File: config.mk
export PLATFORM = sky130hd
export DESIGN_NAME = dm_arbiter
export DESIGN_NICKNAME = d
export VERILOG_FILES = /design/src/rtl/dm_arbiter_pkg.sv /design/src/rtl/dm_arbiter_rr_pick2.sv /design/src/rtl/dm_arbiter.sv
export SDC_FILE = /design/constraint.sdc
export NUM_CORES = 1
export LEC_CHECK = 0
export CORE_AREA = 3 3 138 140
export DETAILED_ROUTE_END_ITERATION = 10
export DIE_AREA = 0 0 141 143
export PLACE_DENSITY = 0.79
export REMOVE_ABC_BUFFERS = 1
export SYNTH_ARGS = -nofsm -noshare
export SYNTH_HDL_FRONTEND = slang
export SYNTH_SLANG_ARGS = --single-unit
export TNS_END_PERCENT = 20
File: constraint.sdc
create_clock -name clk -period 3.4 [get_ports clk]
set_clock_uncertainty 0.1 [all_clocks]
set_input_delay 0.68 -clock clk [delete_from_list [all_inputs] [get_ports clk]]
set_output_delay 0.68 -clock clk [all_outputs]
set_load 0.005 [all_outputs]
File: src/rtl/dm_arbiter_pkg.sv
// Shared definitions for the data-memory arbiter: FSM encodings, port ids,
// default widths and the access-legality check.
package dm_arbiter_pkg;

    localparam logic [1:0] ST_IDLE   = 2'd0;
    localparam logic [1:0] ST_ACCESS = 2'd1;
    localparam logic [1:0] ST_DONE   = 2'd2;

    localparam logic PORT_CPU = 1'b0;
    localparam logic PORT_DBG = 1'b1;

    localparam int DEF_ADDR_W = 12;
    localparam int DEF_DATA_W = 32;

    // Word-aligned and inside the decoded window, otherwise rejected.
    function automatic logic addr_bad(input logic [31:0] addr, input int addr_w);
        return (addr[1:0] != 2'b00) || ((addr >> addr_w) != 32'd0);
    endfunction

endpackage

File: src/rtl/dm_arbiter_rr_pick2.sv
// Combinational two-way round-robin picker: a sole requester always wins,
// on a tie the pointer decides.
module rr_pick2 (
    input  logic [1:0] req_i,
    input  logic       ptr_i,
    output logic [1:0] grant_o,
    output logic       grant_id_o
);

    always_comb begin
        // NOTE: every always_comb output gets a default first, so no latch is inferred.
        grant_id_o = 1'b0;
        grant_o    = 2'b00;
        case (req_i)
            2'b01:   grant_id_o = 1'b0;
            2'b10:   grant_id_o = 1'b1;
            2'b11:   grant_id_o = ptr_i;
            default: grant_id_o = 1'b0;
        endcase
        if (req_i != 2'b00) begin
            grant_o = grant_id_o ? 2'b10 : 2'b01;
        end
    end

endmodule

File: src/rtl/dm_arbiter.sv
// Arbitrates the single-port data memory between the CPU (port 0) and the
// loader/debug port (port 1): latch, drive memory one cycle, ack with data.
module dm_arbiter
    import dm_arbiter_pkg::*;
#(
    parameter int   ADDR_W   = DEF_ADDR_W,
    parameter int   DATA_W   = DEF_DATA_W,
    parameter logic PTR_INIT = 1'b0
) (
    input  logic              clk,
    input  logic              reset,
    input  logic              req0,
    input  logic              req1,
    input  logic              we0,
    input  logic              we1,
    input  logic [31:0]       addr0,
    input  logic [31:0]       addr1,
    input  logic [DATA_W-1:0] wdata0,
    input  logic [DATA_W-1:0] wdata1,
    input  logic [31:0]       pc0,
    input  logic [31:0]       pc1,
    output logic              ack0,
    output logic              ack1,
    output logic              err0,
    output logic              err1,
    output logic [DATA_W-1:0] rdata,
    output logic [31:0]       mem_a,
    output logic [DATA_W-1:0] mem_wd,
    output logic              mem_we,
    output logic [31:0]       mem_pc,
    input  logic [DATA_W-1:0] mem_rd
);

    logic [1:0]        state_q, state_d;
    logic              ptr_q, ptr_d;
    logic              owner_q, owner_d;
    logic              we_q, we_d;
    logic              bad_q, bad_d;
    logic [31:0]       addr_q, addr_d;
    logic [31:0]       pc_q, pc_d;
    logic [DATA_W-1:0] wdata_q, wdata_d;
    logic [DATA_W-1:0] rdata_q, rdata_d;

    logic [1:0]        grant;
    logic              grant_id;

    rr_pick2 u_pick (
        .req_i      ({req1, req0}),
        .ptr_i      (ptr_q),
        .grant_o    (grant),
        .grant_id_o (grant_id)
    );

    always_comb begin
        state_d = state_q;
        ptr_d   = ptr_q;
        owner_d = owner_q;
        we_d    = we_q;
        bad_d   = bad_q;
        addr_d  = addr_q;
        pc_d    = pc_q;
        wdata_d = wdata_q;
        rdata_d = rdata_q;
        case (state_q)
            ST_IDLE: begin
                if (|grant) begin
                    owner_d = grant_id;
                    if (grant_id == PORT_DBG) begin
                        we_d    = we1;
                        addr_d  = addr1;
                        wdata_d = wdata1;
                        pc_d    = pc1;
                    end else begin
                        we_d    = we0;
                        addr_d  = addr0;
                        wdata_d = wdata0;
                        pc_d    = pc0;
                    end
                    bad_d   = addr_bad(addr_d, ADDR_W);
                    state_d = ST_ACCESS;
                end
            end
            ST_ACCESS: begin
                rdata_d = bad_q ? '0 : mem_rd;
                state_d = ST_DONE;
            end
            ST_DONE: begin
                // Hand the next tie to the port that just waited.
                ptr_d   = ~owner_q;
                state_d = ST_IDLE;
            end
            default: state_d = ST_IDLE;
        endcase
    end

    always_ff @(posedge clk or negedge reset) begin
        // NOTE: sequential state is updated with non-blocking assignments only.
        if (!reset) begin
            state_q <= ST_IDLE;
            ptr_q   <= PTR_INIT;
            owner_q <= PORT_CPU;
            we_q    <= 1'b0;
            bad_q   <= 1'b0;
            addr_q  <= '0;
            pc_q    <= '0;
            wdata_q <= '0;
            rdata_q <= '0;
        end else begin
            state_q <= state_d;
            ptr_q   <= ptr_d;
            owner_q <= owner_d;
            we_q    <= we_d;
            bad_q   <= bad_d;
            addr_q  <= addr_d;
            pc_q    <= pc_d;
            wdata_q <= wdata_d;
            rdata_q <= rdata_d;
        end
    end

    // Decoded from state so an async reset drops the write strobe at once.
    assign mem_we = (state_q == ST_ACCESS) && we_q && !bad_q;
    assign mem_a  = addr_q;
    assign mem_wd = wdata_q;
    assign mem_pc = pc_q;
    assign rdata  = rdata_q;

    assign ack0 = (state_q == ST_DONE) && (owner_q == PORT_CPU);
    assign ack1 = (state_q == ST_DONE) && (owner_q == PORT_DBG);
    assign err0 = ack0 && bad_q;
    assign err1 = ack1 && bad_q;

endmodule

==> metrics, run 1 <==
Compound-Gate Fraction of Synth Area=11.3%; Max Freq=379 MHz; mean area per synthesized cell=slightly above 10 um2; Synth top cells by count=dfrtp_1 (134), nor2_1 (103), a21oi_1 (97), mux2i_1 (97), nand2b_1 (34); vias in the first global route=5930; largest net degree at the start of global routing=roughly 140; first-pass GRT wire length=between 30 and 40 mm; CP endpoint kind=primary output; slew margin rel.=57.1%; arrival time worst endpoint=roughly 1900 ps; RSZ-0062 raised after global routing=no; post-synthesis cell type count=24; Core Region=around 0.018 mm2; CTS tree=built; number of clock sinks=about 130; # nets final=1179; Detailed Route WL=21.2 mm; Pre-antenna DRT Iters=7; First DRT Iteration DRCs=between 200 and 250; largest family of logic cells by synthesized area=multiplexers; CP Class=reg -> out; Hold Vio Cnt, Final=0; Worst Tran Pin Value=644 ps; routed len/inst=roughly 18 um; clk buf depth=2; initial antenna violation count=1; Top delay family on crit path=buffers and inverters; post_cts resized=0; Post-DP HPWL=approximately 16 mm; gr ovfl total=0; Syn Inst Count=600; Die X-Extent=about 140 um; Pins Over Slew Limit=0; number of synthesized flops with an enable pin=0; DRT antenna net count=0; final setup violation count=0; post-synthesis mux area share=approximately 16%; row count=49; insertion delay to the later sink of the worst-skew pair=just over 400 ps; H-Tree Depth=4; worst vdd ir=628 uV; Max Fanout on Critical Path=5; register area share after synthesis=~55%; Hold WC Path Type=in -> async; synthesized area=0.00613 mm2; worst slack, placed=about 600 ps; total number of vias=about 5700; vias per std cell=roughly 4.8; CP max stage delay=between 500 and 600 ps; fin crit period=around 2600 ps; GRT Overall Usage=20.7%; multi-input logic area=0.00252 mm2; CTS root buf=clkbuf_16; routability cong.=0.809; final core utilization=58.8%; post-synth top area cell=dfrtp_1; max-cap viol count=0; Leak=0.00447 uW; total power=between 7000 and 8000 uW; post-synthesis adder-cell area fraction=0%; fillers=roughly 1500; area grow syn2layout=72.3%; post-synth top area share=54.7%; Reg clk slew, reported paths=about 60 ps; Post-Synth XOR/XNOR Area=0%; Num CTS Buffers=17; die area=around 0.020 mm2; Die H=between 100 and 150 um; ratio of cells with drive above 1 in the final layout=between 4 and 5%; Worst Path Required=~2600 ps; Seq cells post-synth=roughly 130; P per Cell Area=about 720 mW/mm2; Synth Warn #=0; Synth Flop Type=dfrtp_1; I/O pin cnt=363; CP startpoint kind=register; asr flop ratio synth=100%; WP buf/inv=1; fin crit share=77.6%; final worst slack=approximately 760 ps; Setup Buffers After CTS=0; hold buffers post-CTS=0; slowest library cell on the worst path=clkdlybuf4s50_1; top-count cell post-synth=dfrtp_1; status=finished clean; crit-path cells=nor2b_1 -> and2_1 -> clkdlybuf4s50_1; Area contributors post-synth=dfrtp_1 (55%), mux2i_1 (16%), a21oi_1 (7.9%), nor2_1 (6.3%), nand2b_1 (3.5%); Port Buffers=~360; residual DRC count=0; starting density of the core=about a third; Simple-Gate Fraction of Synth Area=between 10% and 20%; Seq. cell area=~0.0034 mm2
==> flip-flops by register name, summed over array words and instances, names as in the netlist <==
register  cells
mem_wd       32
mem_a        32
we_q          1
rdata        32
ptr_q         1
bad_q         1
mem_pc       32
state_q       2
owner_q       1
==> where the power goes <==
group | switching (uW) | leakage, uW | total (uW) | internal, uW
logic | 1380 | 0.00260 | 3070 | 1690
registers | 328 | 0.00157 | 2520 | 2190
clock network | 708 | 0.000299 | 1970 | 1270
total | 2410 | 0.00447 | 7560 | 5150
==> through the flow <==
stage	area [um2]	cells	hold slack, ps	TNS, ps
after floorplan	5880	558	284	-179860
after global placement	9940	1159	359	0
after detailed placement	9940	1159	370	0
after CTS	10600	1190	172	0
after global routing	10600	1191	187	0
final	10600	1191	144	0
==> metal layers <==
layer,GRT usage (%),share of wire (%)
met5,0,0
met4,6.32,1.9
met3,7.97,8.8
met2,36.4,52
met1,23.3,37
==> logic make-up after synthesis <==
family	Yosys count
AO/OA/AOI/OAI	135
buffers and inverters	45
flip-flops	134
multiplexers	97
AND/OR/NAND/NOR	189
==> final timing paths <==
check,startpoint,end,slack [ps],cells after the start
max,state_q[1]$_DFFE_PN0P_,ack1,760,3
min,reset,rdata[16]$_DFFE_PN0N_,140,1
max reg2reg,ptr_q$_DFFE_PN0N_,mem_pc[11]$_DFFE_PN0P_,1440,5
min reg2reg,rdata[17]$_DFFE_PN0N_,rdata[17]$_DFFE_PN0N_,380,2
max in group asynchronous,reset,mem_pc[27]$_DFFE_PN0P_,2320,2
min in group clk,rdata[17]$_DFFE_PN0N_,rdata[17]$_DFFE_PN0N_,380,2
==> cells in the final DEF (no fill, tap or decap), drive strengths merged, types with 2 or more instances in the layout <==
cell	Yosys	final
a21oi	97	97
and2	2	2
and3	2	2
buf	26	11
bufinv	0	4
clkbuf	16	20
clkdlybuf4s50	0	361
clkinv	0	3
clkinvlp	0	3
dfrtp	134	134
inv	3	4
mux2i	97	97
nand2	33	33
nand2b	34	34
nor2	103	103
nor2b	2	2
nor4	9	9
o2111ai	2	2
o21ai	33	33
==> area by class of cell <==
cell class | count | area share [%]
timing repair buffer | 372 | 35.6
sequential | 134 | 31.7
multi-input combinational | 421 | 23.9
clock buffer | 20 | 4.32
tap | 229 | 2.71
clock inverter | 11 | 1.65
inverter | 3 | 0.107
antenna | 1 | 0.0237
Power figures use the tool's default switching activity.
==> run 2, diff against run 1 <==
--- a/config.mk
+++ b/config.mk
@@ -5,10 +5,10 @@
 export SDC_FILE = /design/constraint.sdc
 export NUM_CORES = 1
 export LEC_CHECK = 0
-export CORE_AREA = 3 3 138 140
+export CORE_MARGIN = 3
+export CORE_UTILIZATION = 34
 export DETAILED_ROUTE_END_ITERATION = 10
-export DIE_AREA = 0 0 141 143
-export PLACE_DENSITY = 0.79
+export PLACE_DENSITY = 0.82
 export REMOVE_ABC_BUFFERS = 1
 export SYNTH_ARGS = -nofsm -noshare
 export SYNTH_HDL_FRONTEND = slang
==> constraint.sdc (replaced) <==
create_clock -name clk -period 2.2 [get_ports clk]
set_clock_uncertainty 0.1 [all_clocks]
set_input_delay 0.44 -clock clk [delete_from_list [all_inputs] [get_ports clk]]
set_output_delay 0.44 -clock clk [all_outputs]
set_load 0.005 [all_outputs]
==> metrics, run 2 (synthesis results as in run 1) <==
status=finished clean; ant diodes=0 (-1); final setup violation count=0 (unchanged); Leak=0.00453 uW (+1.4%); most common cell after layout, fill and taps aside=clkdlybuf4s50_1; Hold Vio Cnt, Final=0 (unchanged); Setup Buffers After CTS=0 (unchanged); commonest cells after routing, fill and taps aside=clkdlybuf4s50_1 (356), dfrtp_1 (131), nor2_1 (103); max-cap viol count=0 (unchanged); CP startpoint kind=register; Pre-antenna DRT Iters=4 (-3); die area=0.0197 mm2 (-2.3%); residual DRC count=0 (unchanged); RSZ-0062 raised after global routing=no; Psw=3770 uW (+56%); slew margin rel.=64.3% (+7.2 points); Max Freq=between 400 and 500 MHz; gr ovfl total=0 (unchanged); vias in the first global route=6078 (+2.5%); Post-DP HPWL=15.9 mm (-3.1%); # nets final=1188 (+0.76%); largest net degree at the start of global routing=73 (-48%); Net Sw Frac=32.6% (+0.72 points); insertion delay to the later sink of the worst-skew pair=420 ps (about the same); first-pass GRT wire length=32.2 mm (-0.24%); initial antenna violation count=0 (-1); row count=48 (-2.0%); Hold WC Path Type=reg -> reg; GRT Overall Usage=20.7% (about the same); combinational share of power=42.5% (+1.9 points); Detailed Route WL=20.6 mm (-2.9%); routability cong.=0.815 (+0.69%); crit-path cells=nand2b_2 -> nor3b_1 -> dlygate4sd2_1; Num CTS Buffers=17 (unchanged); routed len/inst=17.3 um (-3.3%); starting density of the core=35.1% (+0.95 points); worst vdd ir=600 uV (-4.5%); clk buf depth=2 (unchanged); Reg clk slew, reported paths=60 ps (about the same); I/O pin cnt=363 (unchanged); slowest library cell on the worst path=dfrtp_2; Die X-Extent=140 um (-0.48%); Port Buffers=362 (unchanged); CP endpoint kind=primary output; clock network fraction of total power=23.7% (-2.4 points); total number of vias=5731 (+0.88%); worst slack, placed=1.55 ps (-608 ps); fin crit period=2080 ps; P per Cell Area=1080 mW/mm2 (+51%); area grow syn2layout=73.6%; Flop pwr share=33.7% (+0.4 points); DRT antenna net count=0 (unchanged); CTS root buf=clkbuf_16; Die H=140 um (-1.9%); vias per std cell=4.79 (+0.46%); final worst slack=123 ps (-639 ps); Pins Over Slew Limit=0 (unchanged); Max Fanout on Critical Path=4 (-1); arrival time worst endpoint=1540 ps (-320 ps); number of clock sinks=134 (unchanged); CTS tree=built; fillers=1455 (-4.5%); fin crit share=a little over nine tenths; CP Class=reg -> out; Worst Path Required=1660 ps (-960 ps); final core utilization=60.9% (+2.1 points); H-Tree Depth=4 (unchanged); First DRT Iteration DRCs=236 (-0.42%); Worst Tran Pin Value=535 ps (-108 ps); Int Pwr=7780 uW (+51%); CP max stage delay=440 ps (-80 ps); Core Region=0.0175 mm2 (-2.7%); ratio of cells with drive above 1 in the final layout=5.97% (+1.4 points)
-- run 2: changes by cell type in the layout (fill, tap and decap cells not counted), moves of 2 or more --
cell / before / now
buf_4: 5 / 7
clkdlybuf4s50_1: 361 / 356
buf_12: 5 / 11
dfrtp_2: 0 / 3
bufinv_16: 4 / 1
dfrtp_1: 134 / 131
dlygate4sd2_1: 0 / 5
clkinv_2: 1 / 3
inv_6: 1 / 3
-- run 2: critical path: cells and delay by family, from the launching register on --
kind,cells,cell delay [ps]
flip-flops,1,440
AND/OR/NAND/NOR,2,400
buffers and inverters,1,280
-- run 2: worst paths after layout --
kind / endpoint / depth (start not counted) / slack, ps / start
setup / recovery: mem_we / 3 / 120 / state_q[1]$_DFFE_PN0P_
hold / removal: rdata[4]$_DFFE_PN0N_ / 2 / 380 / rdata[4]$_DFFE_PN0N_
setup reg to reg: mem_wd[14]$_DFFE_PN0P_ / 5 / 590 / ptr_q$_DFFE_PN0N_
hold reg to reg: rdata[4]$_DFFE_PN0N_ / 2 / 380 / rdata[4]$_DFFE_PN0N_
max in group asynchronous: mem_wd[28]$_DFFE_PN0P_ / 3 / 910 / reset
min in group asynchronous: rdata[26]$_DFFE_PN0N_ / 2 / 460 / reset
-- run 2: per-stage QoR --
stage | std cells | power, uW | TNS, ps | instance area (um2) | hold slack (ps)
floorplan | 558 | 5870 | -275860 | 5880 | 44.4
global placement | 1163 | 8730 | 0 | 10100 | 324
detailed placement | 1163 | 8890 | 0 | 10100 | 327
CTS | 1196 | 11700 | 0 | 10700 | 383
global route | 1196 | 12300 | 0 | 10700 | 411
finish | 1196 | 11500 | 0 | 10700 | 376
-- run 2: repair_timing --
item	CTS	global route
hold endpoints to repair	46	0
gates resized for setup	10	0
setup endpoints to repair	5	0
hold buffers	1	0
-- run 2: final cells by class --
class / instances / area (um2) / area share, %
clock buffer: 18 / 439 / 4.12
timing repair buffer: 381 / 3900 / 36.6
sequential: 134 / 3360 / 31.5
tap: 225 / 282 / 2.64
multi-input combinational: 421 / 2530 / 23.8
clock inverter: 14 / 128 / 1.20
inverter: 3 / 11.3 / 0.106
-- run 2: power groups by stage --
stage | logic [uW] | registers (uW) | clock network (uW)
after floorplan | 1900 | 3970 | 0
after global placement | 4840 | 3890 | 0
after detailed placement | 4960 | 3940 | 0
after CTS | 4970 | 3910 | 2800
after global routing | 5350 | 4020 | 2910
final | 4910 | 3890 | 2740
-- run 2: layer usage --
| metal | vias to the layer above | wire, um | global-route usage, % | part of all wire, % |
|---|---|---|---|---|
| li1 | 2784 | - | - | - |
| met1 | 2667 | 7640 | 22.4 | 37 |
| met2 | 249 | 10600 | 36.7 | 51 |
| met3 | 31 | 2000 | 8.23 | 9.7 |
| met4 | 0 | 410 | 6.88 | 2.0 |
| met5 | - | 0 | 0 | 0 |
